### src/rtl/simplecpu_loader.sv
// Wishbone slave owning simplecpu's RAM load port and run/reset control.
// Firmware queues (addr, byte) pairs; the block halts the CPU, writes them into RAM, then releases it on request.
module simplecpu_loader #(
  parameter int FIFO_DEPTH = 4,
  parameter int RST_CYCLES = 4,
  parameter int ADDR_W     = 4,
  parameter int DATA_W     = 8
) (
  input  logic              wb_clk_i,
  input  logic              wb_rst_ni,
  input  logic              wbs_stb_i,
  input  logic              wbs_cyc_i,
  input  logic              wbs_we_i,
  input  logic [31:0]       wbs_adr_i,
  input  logic [31:0]       wbs_dat_i,
  output logic              wbs_ack_o,
  output logic [31:0]       wbs_dat_o,
  output logic              cpu_reset_o,
  output logic              load_ram_o,
  output logic [ADDR_W-1:0] load_addr_o,
  output logic [DATA_W-1:0] load_data_o,
  input  logic [DATA_W-1:0] out_port_i,
  output logic              irq_o
);

  localparam int PTR_W = (FIFO_DEPTH > 1) ? $clog2(FIFO_DEPTH) : 1;
  localparam int CNT_W = $clog2(FIFO_DEPTH) + 1;
  localparam int ENT_W = ADDR_W + DATA_W;
  localparam int HC_W  = (RST_CYCLES > 1) ? $clog2(RST_CYCLES) : 1;

  typedef enum logic [2:0] {
    ST_RUN,
    ST_HALT,
    ST_HALTED,
    ST_SETUP,
    ST_WRITE
  } state_t;

  state_t            state, state_d;
  logic [HC_W-1:0]   hcnt;
  logic              hcnt_done;
  logic              run_take;

  logic [ENT_W-1:0]  mem [FIFO_DEPTH];
  logic [PTR_W-1:0]  wr_ptr, rd_ptr;
  logic [CNT_W-1:0]  count;
  logic [ENT_W-1:0]  head;
  logic              fifo_full, fifo_nempty, push, pop;

  logic              run_pend, ovf;
  logic [DATA_W-1:0] out_q;
  logic [15:0]       chg_cnt;

  logic              wb_req, wb_wr, data_wr, ctrl_wr;
  logic              halt_w, run_w, clr_w;
  logic [1:0]        reg_sel;
  logic [31:0]       rd_val;
  logic              cpu_running, busy;
  logic              unused_bits;

  assign unused_bits = ^{wbs_adr_i[31:4], wbs_adr_i[1:0], wbs_dat_i[31:ENT_W]};

  // A request is a new strobe that has not been acked yet; writes land on the edge that raises ack.
  assign wb_req  = wbs_stb_i & wbs_cyc_i & ~wbs_ack_o;
  assign wb_wr   = wb_req & wbs_we_i;
  assign reg_sel = wbs_adr_i[3:2];
  assign data_wr = wb_wr && (reg_sel == 2'd0);
  assign ctrl_wr = wb_wr && (reg_sel == 2'd1);
  assign halt_w  = ctrl_wr & wbs_dat_i[1];
  assign run_w   = ctrl_wr & wbs_dat_i[0];
  assign clr_w   = ctrl_wr & wbs_dat_i[2];

  // Full is judged on the pre-pop count, so a push into a full FIFO drops even while draining.
  assign fifo_full   = (count == CNT_W'(FIFO_DEPTH));
  assign fifo_nempty = (count != '0);
  assign push        = data_wr & ~fifo_full;
  assign pop         = (state == ST_WRITE);
  assign head        = mem[rd_ptr];

  always_ff @(posedge wb_clk_i or negedge wb_rst_ni) begin
    if (!wb_rst_ni) begin
      wr_ptr <= '0;
      rd_ptr <= '0;
      count  <= '0;
    end else begin
      if (push) wr_ptr <= wr_ptr + PTR_W'(1);
      if (pop)  rd_ptr <= rd_ptr + PTR_W'(1);
      case ({push, pop})
        2'b10:   count <= count + CNT_W'(1);
        2'b01:   count <= count - CNT_W'(1);
        default: count <= count;
      endcase
    end
  end

  always_ff @(posedge wb_clk_i) begin
    if (push) mem[wr_ptr] <= wbs_dat_i[ENT_W-1:0];
  end

  assign hcnt_done   = (hcnt == HC_W'(RST_CYCLES - 1));
  assign cpu_running = (state == ST_RUN);
  assign busy        = fifo_nempty || (state == ST_HALT) || (state == ST_SETUP) || (state == ST_WRITE);

  always_ff @(posedge wb_clk_i or negedge wb_rst_ni) begin
    if (!wb_rst_ni) begin
      state <= ST_HALTED;
      hcnt  <= '0;
    end else begin
      state <= state_d;
      hcnt  <= (state == ST_HALT) ? hcnt + HC_W'(1) : '0;
    end
  end

  always_comb begin
    state_d  = state;
    run_take = 1'b0;
    case (state)
      ST_RUN: begin
        if (fifo_nempty || halt_w) state_d = ST_HALT;
      end
      ST_HALT: begin
        if (hcnt_done) state_d = fifo_nempty ? ST_SETUP : ST_HALTED;
      end
      ST_HALTED: begin
        if (fifo_nempty) begin
          state_d = ST_SETUP;
        end else if (run_pend && !halt_w) begin
          state_d  = ST_RUN;
          run_take = 1'b1;
        end
      end
      ST_SETUP: state_d = ST_WRITE;
      ST_WRITE: state_d = (count > CNT_W'(1)) ? ST_SETUP : ST_HALTED;
      default:  state_d = ST_HALTED;
    endcase
  end

  assign cpu_reset_o = (state != ST_RUN);
  assign load_ram_o  = (state == ST_WRITE);
  assign irq_o       = ovf;

  // Address/data are latched during SETUP and stay put through the strobe and beyond.
  always_ff @(posedge wb_clk_i or negedge wb_rst_ni) begin
    if (!wb_rst_ni) begin
      load_addr_o <= '0;
      load_data_o <= '0;
    end else if (state == ST_SETUP) begin
      load_addr_o <= head[ENT_W-1:DATA_W];
      load_data_o <= head[DATA_W-1:0];
    end
  end

  // A CTRL write beats the automatic clear taken on release; halt beats run.
  always_ff @(posedge wb_clk_i or negedge wb_rst_ni) begin
    if (!wb_rst_ni) begin
      run_pend <= 1'b0;
      ovf      <= 1'b0;
    end else begin
      if (halt_w)        run_pend <= 1'b0;
      else if (run_w)    run_pend <= 1'b1;
      else if (run_take) run_pend <= 1'b0;

      if (data_wr && fifo_full) ovf <= 1'b1;
      else if (clr_w)           ovf <= 1'b0;
    end
  end

  always_ff @(posedge wb_clk_i or negedge wb_rst_ni) begin
    if (!wb_rst_ni) begin
      out_q   <= '0;
      chg_cnt <= '0;
    end else begin
      out_q <= out_port_i;
      if (cpu_running && (out_port_i != out_q)) chg_cnt <= chg_cnt + 16'd1;
    end
  end

  always_comb begin
    rd_val = '0;
    case (reg_sel)
      2'd1: rd_val[2:0] = {ovf, cpu_running, run_pend};
      2'd2: begin
        rd_val[0]    = busy;
        rd_val[1]    = cpu_running;
        rd_val[2]    = ovf;
        rd_val[7:4]  = 4'(count);
        rd_val[15:8] = 8'(out_q);
      end
      2'd3: begin
        rd_val[7:0]   = 8'(out_q);
        rd_val[31:16] = chg_cnt;
      end
      default: rd_val = '0;
    endcase
  end

  always_ff @(posedge wb_clk_i or negedge wb_rst_ni) begin
    if (!wb_rst_ni) begin
      wbs_ack_o <= 1'b0;
      wbs_dat_o <= '0;
    end else begin
      wbs_ack_o <= wb_req;
      wbs_dat_o <= (wb_req && !wbs_we_i) ? rd_val : 32'd0;
    end
  end

endmodule

### config.mk
export PLATFORM = sky130hd
export DESIGN_NAME = simplecpu_loader
export DESIGN_NICKNAME = d
export VERILOG_FILES = /design/src/rtl/simplecpu_loader.sv
export SDC_FILE = /design/constraint.sdc
export NUM_CORES = 1
export LEC_CHECK = 0
export CAP_MARGIN = 20
export CORE_MARGIN = 4
export CORE_UTILIZATION = 45
export DETAILED_ROUTE_END_ITERATION = 16
export HOLD_SLACK_MARGIN = 0.03
export PLACE_DENSITY_LB_ADDON = 0.05
export SYNTH_ARGS = -nofsm -noshare
export SYNTH_HDL_FRONTEND = slang
export SYNTH_SLANG_ARGS = --single-unit
export TNS_END_PERCENT = 5
### constraint.sdc
create_clock -name wb_clk_i -period 1.75 [get_ports wb_clk_i]
set_input_delay 0.175 -clock wb_clk_i [delete_from_list [all_inputs] [get_ports wb_clk_i]]
set_output_delay 0.175 -clock wb_clk_i [all_outputs]
set_load 0.02 [all_outputs]
# == Word-level counts from Yosys, hierarchy flattened ==
# Memories as Yosys holds them, arrays and structs flattened. A register that Yosys moved wholly into a read port is not among the register bits.
# Cells that the tools add are included.
# totals
ff_bits,71
latch_bits,0
ram_bits,48
mem_bits_ro,0
input_bits,77
output_inout_bits,48
n_memories,1
# classes
addsub,6
mul,0
div_mod_pow,0
order_cmp,1
n_eq_ne,15
n_shift,0
muxes,25
bitwise,9
n_reduce_logical,21
# memory_table
name,depth,width,rd,rd_ports_with_merged_regs,wr,line_no,text
mem,4,12,1,1,1,44,logic [ENT_W-1:0] mem [FIFO_DEPTH];
# op_table
op,n
2-to-1 mux 32 bit,1
adder 16 x 1 -> 16 bit (second input constant),1
2-to-1 mux 16 bit,1
case mux 3 bit (5 select lines),1
2-to-1 mux 1 bit,13
2-to-1 mux 3 bit,4
case mux 3 bit (3 select lines),1
nonzero test 3 bit,3
== test 2 bit (second input constant),4
2-to-1 mux 8 bit,1
!= test 8 bit,1
case mux 4 bit (2 select lines),1
bitwise AND 1 bit,7
adder 2 x 1 -> 2 bit (second input constant),3
== test 3 x 2 -> 1 bit (second input constant),2
== test 3 bit (second input constant),2
logical AND 1 bit,6
case mux 3 bit (2 select lines),1
== test 2 x 1 -> 1 bit (second input constant),2
logical OR 1 bit,4
nonzero test 2 bit,2
adder 3 x 1 -> 3 bit (second input constant),1
== test 3 x 1 -> 1 bit (second input constant),1
> comparator 3 x 1 -> 1 bit (second input constant),1
other kinds (10),13

# == Depth between registers and ports, before layout ==
# Gate-level depths: netlist of the first run.
# depth
ltp_word,13
mapped_depth,9
depth_no_buf,9

# == Worst setup path after synthesis of the first run ==
# No wires, ideal clock.
# synth_path
path_kind,reg-to-reg
startpoint,register wbs_ack_o
endpoint,register count[2]
arrival_ns,1.872
setup_slack_ns,-0.201
stages_incl_launch_ff,8
period_less_slack_ns,1.951
path_cell_list,dfrtp_1 nand3b_1 nor3b_2 and2_1 inv_1 ha_1 nor2_1 xor2_1
# synth_between
elab_chain_len,7
# synth_lines
item,line_no,text
"start, declared",16,"output logic wbs_ack_o,"
"start signal, assigned",202,wbs_ack_o <= wb_req;
inverter 1 bit (*),64,assign wb_req = wbs_stb_i & wbs_cyc_i & ~wbs_ack_o;
bitwise AND 1 bit (*),64,
bitwise AND 1 bit (*),65,assign wb_wr = wb_req & wbs_we_i;
logical AND 1 bit (*),67,assign data_wr = wb_wr && (reg_sel == 2'd0);
bitwise AND 1 bit (*),76,assign push = data_wr & ~fifo_full;
== test 2 x 1 -> 1 bit or == test 2 bit (tied branches),88,"case ({push, pop})"
case mux 3 bit (2 select lines) or nonzero test 2 bit (tied branches),-,
"end signal, assigned",89,2'b10: count <= count + CNT_W'(1);
"end signal, assigned",90,2'b01: count <= count - CNT_W'(1);
"end signal, assigned",91,default: count <= count;
"end, declared",46,logic [CNT_W-1:0] count;
# Mark *: on every way between the ends. The rest lies on a longest branch, timed or not.
# A chain may end at the register's enable or synchronous reset.

# == Worst setup path after layout of the first run ==
# layout_path
startpoint,register wbs_ack_o
endpoint,"memory mem[3][1] (netlist bit), enable pin"
# layout_between
elab_chain_len,7
# layout_lines
item,line_no,text
inverter 1 bit,64,
bitwise AND 1 bit,64,
bitwise AND 1 bit,65,
logical AND 1 bit,67,
bitwise AND 1 bit,76,
2-to-1 mux 1 bit,97,if (push) mem[wr_ptr] <= wbs_dat_i[ENT_W-1:0];
2-to-1 mux 1 bit (not written as such),97,
"end, declared",44,
# Every way passes these cells.

==> run_results.csv, run 1 <==
group,metric,value,unit
outcome,outcome,"complete, no violations",
cells_and_area,nNetsFinal,555,
cells_and_area,num_antenna_cells,0,
worst_setup_path,r2r-end,"mem[3][1]",
cells_and_area,drive_above_1_share,23.8,%
detailed_routing,drt-initial-drc-count,175,
synthesis,ys_seq_area_share,67.5,%
grt,antenna_found_initial,0,
synthesis,avgSynthCellArea,14.9,sq um
grt,grt_pass1_vias,3151,
synthesis,netlist_instances,349,
sta,drv_slew,0,
synthesis,syn_area,5210,sq um
cells_and_area,nFillCells,919,
synthesis,yosys.area.top_type,"dfrtp_1",
worst_setup_path,crit_type,"reg2reg",
synthesis,synth_nets,437,
worst_setup_path,reg2reg_from,"wbs_ack_o",
detailed_routing,viasPerCell,4.98,
pwr,leakagePower,0.00294,uW
worst_setup_path,cp-start-kind,"flop",
clock_tree,clockBufferDepth,2,
clock_tree,clk_latency,0.41,ns
placed_design,gp_congestion,0.796,
detailed_routing,drcViolationCount,0,
sta,finalClockSkew,0.00531,ns
cells_and_area,design_area,7080,sq um
floorplanning,die_w,116,microns
floorplanning,die_y,116,microns
worst_setup_path,crit_fanout,12,
synthesis,synth_area_leaders,"dfrtp_1 39%, edfxtp_1 28%, mux4_2 5.2%, and2_1 3.4%, xnor2_1 3.2%",
synthesis,ys_ff_latch,131,
clock_tree,clkTransAtPathRegs,0.05,ns
detailed_routing,drt-pass1-iter-count,4,
hold_path,min_to,"out_q[6]",
worst_setup_path,ff2ff_path_depth,5,
synthesis,ys_types,42,
grt,grt_max_degree,37,
floorplanning,io_pins,125,
sta,final_hold_viol_count,0,
worst_setup_path,worstPathRequired,1.86,ns
grt,grt_use_total,15.9,%
synthesis,yosys.area.top_type_share,39.4,%
synthesis,yosysWarningCount,0,
sta,tightest_slew,0.463,ns
synthesis,yosys-top-cells-count,"82 x dfrtp_1, 48 x edfxtp_1, 28 x and2_1",
detailed_routing,vias,3105,
pwr,p_per_area,1370,nW/um^2
detailed_routing,routed_wl,9700,microns
hold_path,hold_depth,1,
sta,rsz0062_at_grt,"yes",
synthesis,synthFlopType,"dfrtp_1",
detailed_routing,antenna_left,0,
synthesis,synthArstFlopShare,63.4,%
clock_tree,cts_root_buf,"clkbuf_16",
grt,grt_pass1_wl,15900,microns
floorplanning,num_rows,39,
pwr,vdd_drop_max,0.784,mV
synthesis,synth_most_common_cell,"dfrtp_1",
clock_tree,htreeDepth,4,
grt,grt-ovfl-total,0,
floorplanning,initial_core_util,45.9,%
worst_setup_path,reg2reg_slack,0.06,ns
cells_and_area,area_growth,35.7,%
placed_design,hpwl,6670,microns
sta,finalSetupViolCount,0,
detailed_routing,wl_per_cell,15.6,microns
flow_run,drv_cap,0,
hold_path,min_path_type,"in2reg",
sta,relSlewSlack,69.1,%
floorplanning,coreArea,11400,sq um
placed_design,placed_area,6380,sq um
pwr,totalPowerFinal,9730,uW
sta,min_period_over_period,96.4,%
placed_design,io_buffers,74,
clock_tree,cts_made_buffers,17,
sta,clock.fmax,593,MHz
sta,finalCriticalPeriod,1.69,ns
worst_setup_path,cp_data_arrival_time,1.80,ns
clock_tree,cts_tree,"built",
synthesis,synth_edf_count,48,
floorplanning,dieArea,13400,sq um
hold_path,hold_start,"out_port_i[6]",
clock_tree,cts_num_sinks,131,
worst_setup_path,endpoint_kind,"flop",
## kinds of logic (layout without fill, tap and decap cells)
group / count (synthesis) / count (layout) / share of synthesized area, %
compound gates: 19 / 19 / 2.33
xor+xnor: 29 / 29 / 4.87
fa+ha+maj: 11 / 11 / 2.64
buf+inv: 25 / 156 / 2.45
flops: 131 / 131 / 67.5
mux: 29 / 29 / 8.76
simple gates: 105 / 105 / 11.4
## timing repair
item                       in CTS  in global routing
gates cloned                    0                  0
gates resized for setup         6                 10
pin swaps                       0                  4
setup endpoints to repair       2                 65
hold endpoints to repair       32                  0
hold buffers                    1                  0
setup buffers                   2                  4
## area by class of cell
cell class / instances / area [sq um] / area share (%)
inverters: 11 / 41.3 / 0.584
well taps: 143 / 179 / 2.53
clock inverters: 12 / 135 / 1.91
clock buffers: 20 / 467 / 6.60
repair buffers: 113 / 1110 / 15.7
flip-flops and latches: 131 / 3520 / 49.8
multi-input cells: 193 / 1620 / 22.9
## power breakdown
part,internal [uW],switching (uW)
registers,3570,317
logic,1240,1060
clock network,2320,1220
total,7130,2590
## sequential cells by signal (all words and copies together) (netlist names)
register / flops
out_q: 8
rd_ptr: 2
load_addr_o: 4
wbs_dat_o: 32
run_pend: 1
state: 3
count: 3
mem: 48
load_data_o: 8
wbs_ack_o: 1
wr_ptr: 2
hcnt: 2
chg_cnt: 16
irq_o: 1
## through the flow
| stage | utilization, % | cells | setup WS (ns) | setup TNS (ns) | hold slack [ns] |
|---|---|---|---|---|---|
| 6_report | 62.2 | 623 | 0.0624 | 0 | 0.255 |
| 5_1_grt | 62.2 | 623 | -0.0401 | -0.467 | 0.249 |
| 3_3_place_gp | 56.1 | 584 | -0.145 | -5.62 | 0.156 |
| 4_1_cts | 61.7 | 619 | 0.0111 | 0 | 0.241 |
| 2_1_floorplan | - | 349 | -0.0721 | -1.65 | -0.121 |
| 3_5_place_dp | 56.1 | 584 | -0.177 | -7.29 | 0.163 |
## layout by cell type, fill, tap and decap left out, types with 2 or more instances in the layout
cell type        Yosys  final
a22oi_1              2      2
a31oi_1              3      3
and2_1              28     27
and2_4               1      2
and3_1              10      8
and3_2               2      3
buf_12               0      6
buf_4                2     33
bufinv_16            0      3
clkbuf_16            0     17
clkbuf_8             0      3
clkdlybuf4s50_1      0     71
clkinv_1             0      4
clkinv_2             0      3
clkinvlp_4           0      2
dfrtp_1             82     80
dfrtp_2              0      2
edfxtp_1            48     48
ha_1                11     10
inv_1               11      9
inv_2                0      2
mux2_2              13     13
mux2i_1              4      4
mux4_2              12     12
nand2_1             17     16
nand2b_1             4      4
nand3_1             12     12
nand4_1              5      5
nor2_1              14     14
nor2b_1              3      3
nor4_2               0      2
o21ai_0              6      5
o22ai_1              2      2
xnor2_1             19     19
xor2_1              10     10
## layer usage
layer	GRT usage [%]	wire length, microns	up-vias
met3	4.60	438	9
met1	21.3	4510	1547
li1	-	-	1474
met4	6.73	119	0
met2	24.3	4630	75
met5	0	0	-
## worst max path at each step
stage,from,end,slack [ns],cells past startpoint
global placement,out_port_i[6],chg_cnt[1],-0.15,6
global route,wbs_ack_o,count[2],-0.04,8
floorplan,wbs_ack_o,count[2],-0.07,8
CTS,state[0],load_ram_o,0.01,4
finish,wbs_ack_o,mem[3][1],0.06,5
detailed placement,out_port_i[1],chg_cnt[1],-0.18,6
## critical path, stage by stage (launching register included)
cell,delay (ns)
dfrtp_1,0.37
nand3b_1,0.22
nor3b_4,0.25
buf_4,0.18
and3_1,0.20
buf_12,0.16
Power figures use the tool's default switching activity.
==> inputs of run 2 (changes only) <==
--- a/config.mk
+++ b/config.mk
@@ -7,7 +7,7 @@
 export LEC_CHECK = 0
 export CAP_MARGIN = 20
 export CORE_MARGIN = 4
-export CORE_UTILIZATION = 45
+export CORE_UTILIZATION = 25
 export DETAILED_ROUTE_END_ITERATION = 16
 export HOLD_SLACK_MARGIN = 0.03
 export PLACE_DENSITY_LB_ADDON = 0.05
==> run_results.csv, run 2 (synthesis gave the netlist of run 1 again) <==
group,metric,value,unit
outcome,outcome,"complete, no violations",
cells_and_area,utilization,35.2,%
cells_and_area,area_growth,37.7,%
worst_setup_path,crit_start,"wbs_ack_o",
grt,grt_pass1_wl,18300,microns
detailed_routing,met2_length,5520,microns
worst_setup_path,r2r-end,"mem[1][8]",
cells_and_area,drive_above_1_share,22.1,%
flow_run,drv_cap,0,
cells_and_area,largest_reg_flops,48,
floorplanning,coreArea,20400,sq um
worst_setup_path,ff2ff_path_depth,5,
pwr,vdd_drop_max,0.628,mV
pwr,p_per_area,1320,nW/um^2
grt,grt_max_degree,32,
detailed_routing,viasPerCell,4.03,
clock_tree,cts_made_buffers,17,
grt,grt_pass1_vias,3289,
placed_design,io_buffers,74,
sta,rsz0062_at_grt,"yes",
pwr,p_int,6860,uW
cells_and_area,final_cell_count_no_fill,749,
grt,grt_use_total,10.2,%
sta,clock.fmax,600,MHz
sta,fin_ws,0.0839,ns
floorplanning,io_pins,125,
floorplanning,initial_core_util,25.6,%
floorplanning,die_y,152,microns
detailed_routing,vias,3016,
pwr,leakagePower,0.00291,uW
worst_setup_path,crit_type,"reg2reg",
grt,antenna_found_initial,0,
clock_tree,cts_root_buf,"clkbuf_16",
detailed_routing,wl_met1,5280,microns
clock_tree,clkTransAtPathRegs,0.06,ns
worst_setup_path,worstPathCellList,"nand3b_1 > nor3b_4 > buf_4 > and3_1 > buf_12",
pwr,combPwrFrac,24.7,%
hold_path,min_path_type,"in2reg",
worst_setup_path,reg2reg_slack,0.08,ns
pwr,p_sw,2620,uW
detailed_routing,routed_wl,11300,microns
floorplanning,num_rows,52,
detailed_routing,antenna_left,0,
clock_tree,htreeDepth,4,
cells_and_area,num_antenna_cells,0,
worst_setup_path,crit_fanout,12,
grt,grt-ovfl-total,0,
sta,tns,0,ns
clock_tree,cts_tree,"built",
placed_design,gp_congestion,0.720,
sta,finalClockSkew,0.00883,ns
detailed_routing,routed-wl-met3,400,microns
sta,tightest_slew,0.660,ns
cells_and_area,top_register,"mem",
clock_tree,cts_num_sinks,131,
clock_tree,clk_latency,0.40,ns
worst_setup_path,worstSetupEndpoint,"mem[1][8]",
worst_setup_path,cp-start-kind,"flop",
placed_design,dp.cells,714,
detailed_routing,wl_per_cell,15.1,microns
sta,relSlewSlack,56.0,%
worst_setup_path,worstPathRequired,1.86,ns
worst_setup_path,worst_path_max_delay_cell,"dfrtp_1",
pwr,swShare,27.6,%
pwr,sequentialPowerShare,41.1,%
cells_and_area,layout_common_cells,"82 x dfrtp_1, 71 x clkdlybuf4s50_1, 48 x edfxtp_1",
detailed_routing,highest_layer,"met4",
floorplanning,dieArea,23200,sq um
detailed_routing,drt-initial-drc-count,192,
sta,finalSetupViolCount,0,
worst_setup_path,reg2reg_from,"wbs_ack_o",
sta,final_hold_viol_count,0,
floorplanning,die_w,152,microns
pwr,p_clk_share,34.2,%
sta,finalCriticalPeriod,1.67,ns
detailed_routing,drcViolationCount,0,
placed_design,dp_slack,-0.249,ns
sta,drv_slew,0,
worst_setup_path,worst_path_largest_cell_delay,0.38,ns
sta,min_period_over_period,95.2,%
clock_tree,clockBufferDepth,2,
cells_and_area,mostFrequentLayoutCell,"dfrtp_1",
worst_setup_path,endpoint_kind,"flop",
cells_and_area,nNetsFinal,554,
placed_design,hpwl,7800,microns
detailed_routing,drt-pass1-iter-count,4,
worst_setup_path,cp_data_arrival_time,1.77,ns
cells_and_area,reg_top3,"mem: 48 flops, wbs_dat_o: 32 flops, chg_cnt: 16 flops",
==> run 2: critical path, delay by kind of cell (launching register included) <==
kind / cells / cell delay (ns)
buffers and inverters: 2 / 0.34
DFF: 1 / 0.38
and+or+nand+nor: 3 / 0.65
==> run 2: cell type report <==
| type | instances | area, sq um |
|---|---|---|
| Multi-Input combinational cell | 193 | 1620 |
| Tap cell | 270 | 338 |
| Sequential cell | 131 | 3520 |
| Fill cell | 1978 | 13200 |
| Inverter | 11 | 41.3 |
| Clock buffer | 26 | 479 |
| Timing Repair Buffer | 112 | 1130 |
| Clock inverter | 6 | 56.3 |
==> run 2: worst min path at each step <==
stage	slack, ns	startpoint	end	depth (start not counted)
2_1_floorplan	-0.12	wb_rst_ni	chg_cnt[0]	0
3_3_place_gp	0.19	wb_rst_ni	load_addr_o[1]	1
3_5_place_dp	0.19	wb_rst_ni	load_addr_o[1]	1
4_1_cts	0.25	out_port_i[5]	out_q[5]	1
5_1_grt	0.25	out_port_i[1]	out_q[1]	1
6_report	0.26	out_port_i[5]	out_q[5]	1
==> run 2: layer usage <==
metal | global-route usage, % | vias to the layer above
met1 | 13.2 | 1492
met3 | 3.12 | 7
met4 | 3.18 | 0
met2 | 16.4 | 52
li1 | - | 1465
met5 | 0 | -
==> run 2: power groups by stage <==
stage | Combinational (uW) | Clock (uW) | Sequential (uW)
final | 2340 | 3240 | 3890
after global routing | 2590 | 3510 | 3950
after CTS | 2390 | 3350 | 3900
after detailed placement | 2350 | 0 | 3970
after global placement | 2330 | 0 | 3960
after floorplan | 1300 | 0 | 4010
==> run 2: what timing repair did <==
item | CTS | global route
setup endpoints to repair | 3 | 59
endpoints found under the hold margin | 27 | 0
buffers inserted | 2 | 0
gates resized for setup | 5 | 7
hold buffers | 1 | 0
==> run 2: stage by stage <==
stage	instance area, sq um	hold WS (ns)	total power, uW
detailed placement	6590	0.192	6320
global route	7180	0.251	10000
CTS	7150	0.247	9640
global placement	6590	0.191	6290
floorplan	5240	-0.121	5320
finish	7180	0.260	9470
==> inputs of run 3 (changes only) <==
--- a/config.mk
+++ b/config.mk
@@ -11,6 +11,7 @@
 export DETAILED_ROUTE_END_ITERATION = 16
 export HOLD_SLACK_MARGIN = 0.03
 export PLACE_DENSITY_LB_ADDON = 0.05
+export SKIP_LAST_GASP = 1
 export SYNTH_ARGS = -nofsm -noshare
 export SYNTH_HDL_FRONTEND = slang
 export SYNTH_SLANG_ARGS = --single-unit
==> run_results.csv, run 3 (synthesis gave the netlist of run 1 again) <==
group,metric,value,unit
sta,rsz0062_at_grt,"yes",
grt,grt_pass1_vias,3282,
grt,grt-ovfl-total,0,
cells_and_area,design_area,7150,sq um
flow_run,drv_cap,0,
worst_setup_path,cp-start-kind,"flop",
cells_and_area,multi_input_area,1600,sq um
worst_setup_path,crit_fanout,5,
cells_and_area,area_growth,37.1,%
detailed_routing,antenna_left,0,
hold_path,min_to,"out_q[5]",
clock_tree,cts_tree,"built",
worst_setup_path,worst_path_max_delay_cell,"nor4_1",
detailed_routing,drt-initial-drc-count,190,
cells_and_area,mostFrequentLayoutCell,"dfrtp_1",
clock_tree,cts_num_sinks,131,
grt,antenna_found_initial,0,
sta,relSlewSlack,56.0,%
clock_tree,cts_made_buffers,17,
floorplanning,die_y,152,microns
sta,tightest_slew,0.660,ns
detailed_routing,drt-pass1-iter-count,4,
pwr,p_per_area,1320,nW/um^2
worst_setup_path,critPathBufInv,0,
sta,drv_slew,0,
worst_setup_path,crit_type,"reg2reg",
worst_setup_path,r2r-end,"chg_cnt[1]",
placed_design,hpwl,7800,microns
clock_tree,cts_root_buf,"clkbuf_16",
worst_setup_path,cp_data_arrival_time,2.05,ns
placed_design,dp_slack,-0.249,ns
cells_and_area,final_cell_count_no_fill,749,
cells_and_area,reg_top3,"mem: 48 flops, wbs_dat_o: 32 flops, chg_cnt: 16 flops",
detailed_routing,vias,3002,
cells_and_area,layout_common_cells,"82 x dfrtp_1, 71 x clkdlybuf4s50_1, 48 x edfxtp_1",
detailed_routing,routed_wl,11300,microns
cells_and_area,largest_reg_flops,48,
cells_and_area,seq_area,3520,sq um
floorplanning,io_pins,125,
worst_setup_path,endpoint_kind,"flop",
grt,grt_use_total,10.2,%
worst_setup_path,path_delay_family,"simple AND/OR/NAND/NOR gates",
cells_and_area,nFillCells,1982,
placed_design,gp_congestion,0.720,
cells_and_area,top_register,"mem",
floorplanning,initial_core_util,25.6,%
worst_setup_path,ff2ff_path_depth,5,
sta,finalCriticalPeriod,1.77,ns
clock_tree,htreeDepth,4,
sta,clock.fmax,566,MHz
hold_path,hold_depth,1,
worst_setup_path,worstPathRequired,2.04,ns
floorplanning,coreArea,20400,sq um
floorplanning,num_rows,52,
floorplanning,die_w,152,microns
clock_tree,clk_latency,0.40,ns
sta,fin_ws,-0.0174,ns
sta,min_period_over_period,101,%
cells_and_area,utilization,35.1,%
placed_design,placed_area,6590,sq um
sta,hold_ws,0.261,ns
sta,finalClockSkew,0.00837,ns
grt,grt_max_degree,32,
hold_path,hold_start,"out_port_i[5]",
detailed_routing,viasPerCell,4.01,
outcome,outcome,"finished with violations",
pwr,vdd_drop_max,0.627,mV
detailed_routing,drcViolationCount,0,
detailed_routing,wl_per_cell,15.0,microns
clock_tree,clkTransAtPathRegs,0.06,ns
clock_tree,clockBufferDepth,2,
outcome,violations,"setup timing",
cells_and_area,num_antenna_cells,0,
worst_setup_path,reg2reg_from,"out_q[6]",
cells_and_area,nNetsFinal,554,
sta,finalSetupViolCount,1,
grt,grt_pass1_wl,18300,microns
sta,final_hold_viol_count,0,
placed_design,io_buffers,74,
hold_path,min_path_type,"in2reg",
worst_setup_path,reg2reg_slack,-0.02,ns
floorplanning,dieArea,23200,sq um
placed_design,dp.cells,714,
cells_and_area,drive_above_1_share,21.1,%
worst_setup_path,worst_path_largest_cell_delay,0.40,ns
worst_setup_path,worstPathCellList,"xor2_1 > nor4_1 > nand2_1 > nand2_1 > mux2_2",
worst_setup_path,cpMostUsedCell,"nand2_1",
pwr,leakagePower,0.00292,uW
-- run 3: per-layer routing --
layer	global-route usage, %	share of wire, %	up-vias
li1	-	-	1462
met1	13.2	47	1481
met2	16.4	49	52
met3	3.12	3.5	7
met4	3.18	0.97	0
met5	0	0	-
-- run 3: layout make-up --
type | instances | share of cell area (%)
Tap cell | 270 | 4.73
Clock inverter | 6 | 0.788
Sequential cell | 131 | 49.2
Clock buffer | 26 | 6.71
Inverter | 11 | 0.578
Timing Repair Buffer | 112 | 15.6
Multi-Input combinational cell | 193 | 22.3
-- run 3: worst max-delay path by stage --
| stage | from | cells past startpoint | end | slack (ns) |
|---|---|---|---|---|
| 4_1_cts | state[0] | 3 | cpu_reset_o | -0.03 |
| 5_1_grt | count[1] | 7 | state[0] | -0.08 |
| 3_3_place_gp | out_port_i[6] | 6 | chg_cnt[1] | -0.25 |
| 3_5_place_dp | out_port_i[6] | 6 | chg_cnt[1] | -0.25 |
| 2_1_floorplan | wbs_ack_o | 8 | count[2] | -0.07 |
| 6_report | out_q[6] | 5 | chg_cnt[1] | -0.02 |
-- run 3: per-stage QoR --
step	TNS (ns)	total power, uW
floorplan	-1.65	5320
global placement	-8.60	6290
detailed placement	-8.77	6320
CTS	-0.0617	9640
global route	-1.34	10000
finish	-0.0174	9450
-- run 3: worst register-to-register path, stage by stage, from the launching register on --
cell	delay, ns
dfrtp_1	0.38
xor2_1	0.16
nor4_1	0.40
nand2_1	0.22
nand2_1	0.15
mux2_2	0.33
-- run 3: where the power goes --
part / internal [uW] / switching, uW / total [uW]
sequential: 3560 / 324 / 3890
combinational: 1260 / 1060 / 2320
clock: 2020 / 1220 / 3240
-- run 3: what timing repair did --
action,in CTS,in global routing
setup buffers,2,0
endpoints found under the hold margin,27,0
hold buffers,1,0
pin swaps,0,1
cloned,0,0
gates resized for setup,3,5
endpoints found under the setup margin,3,65
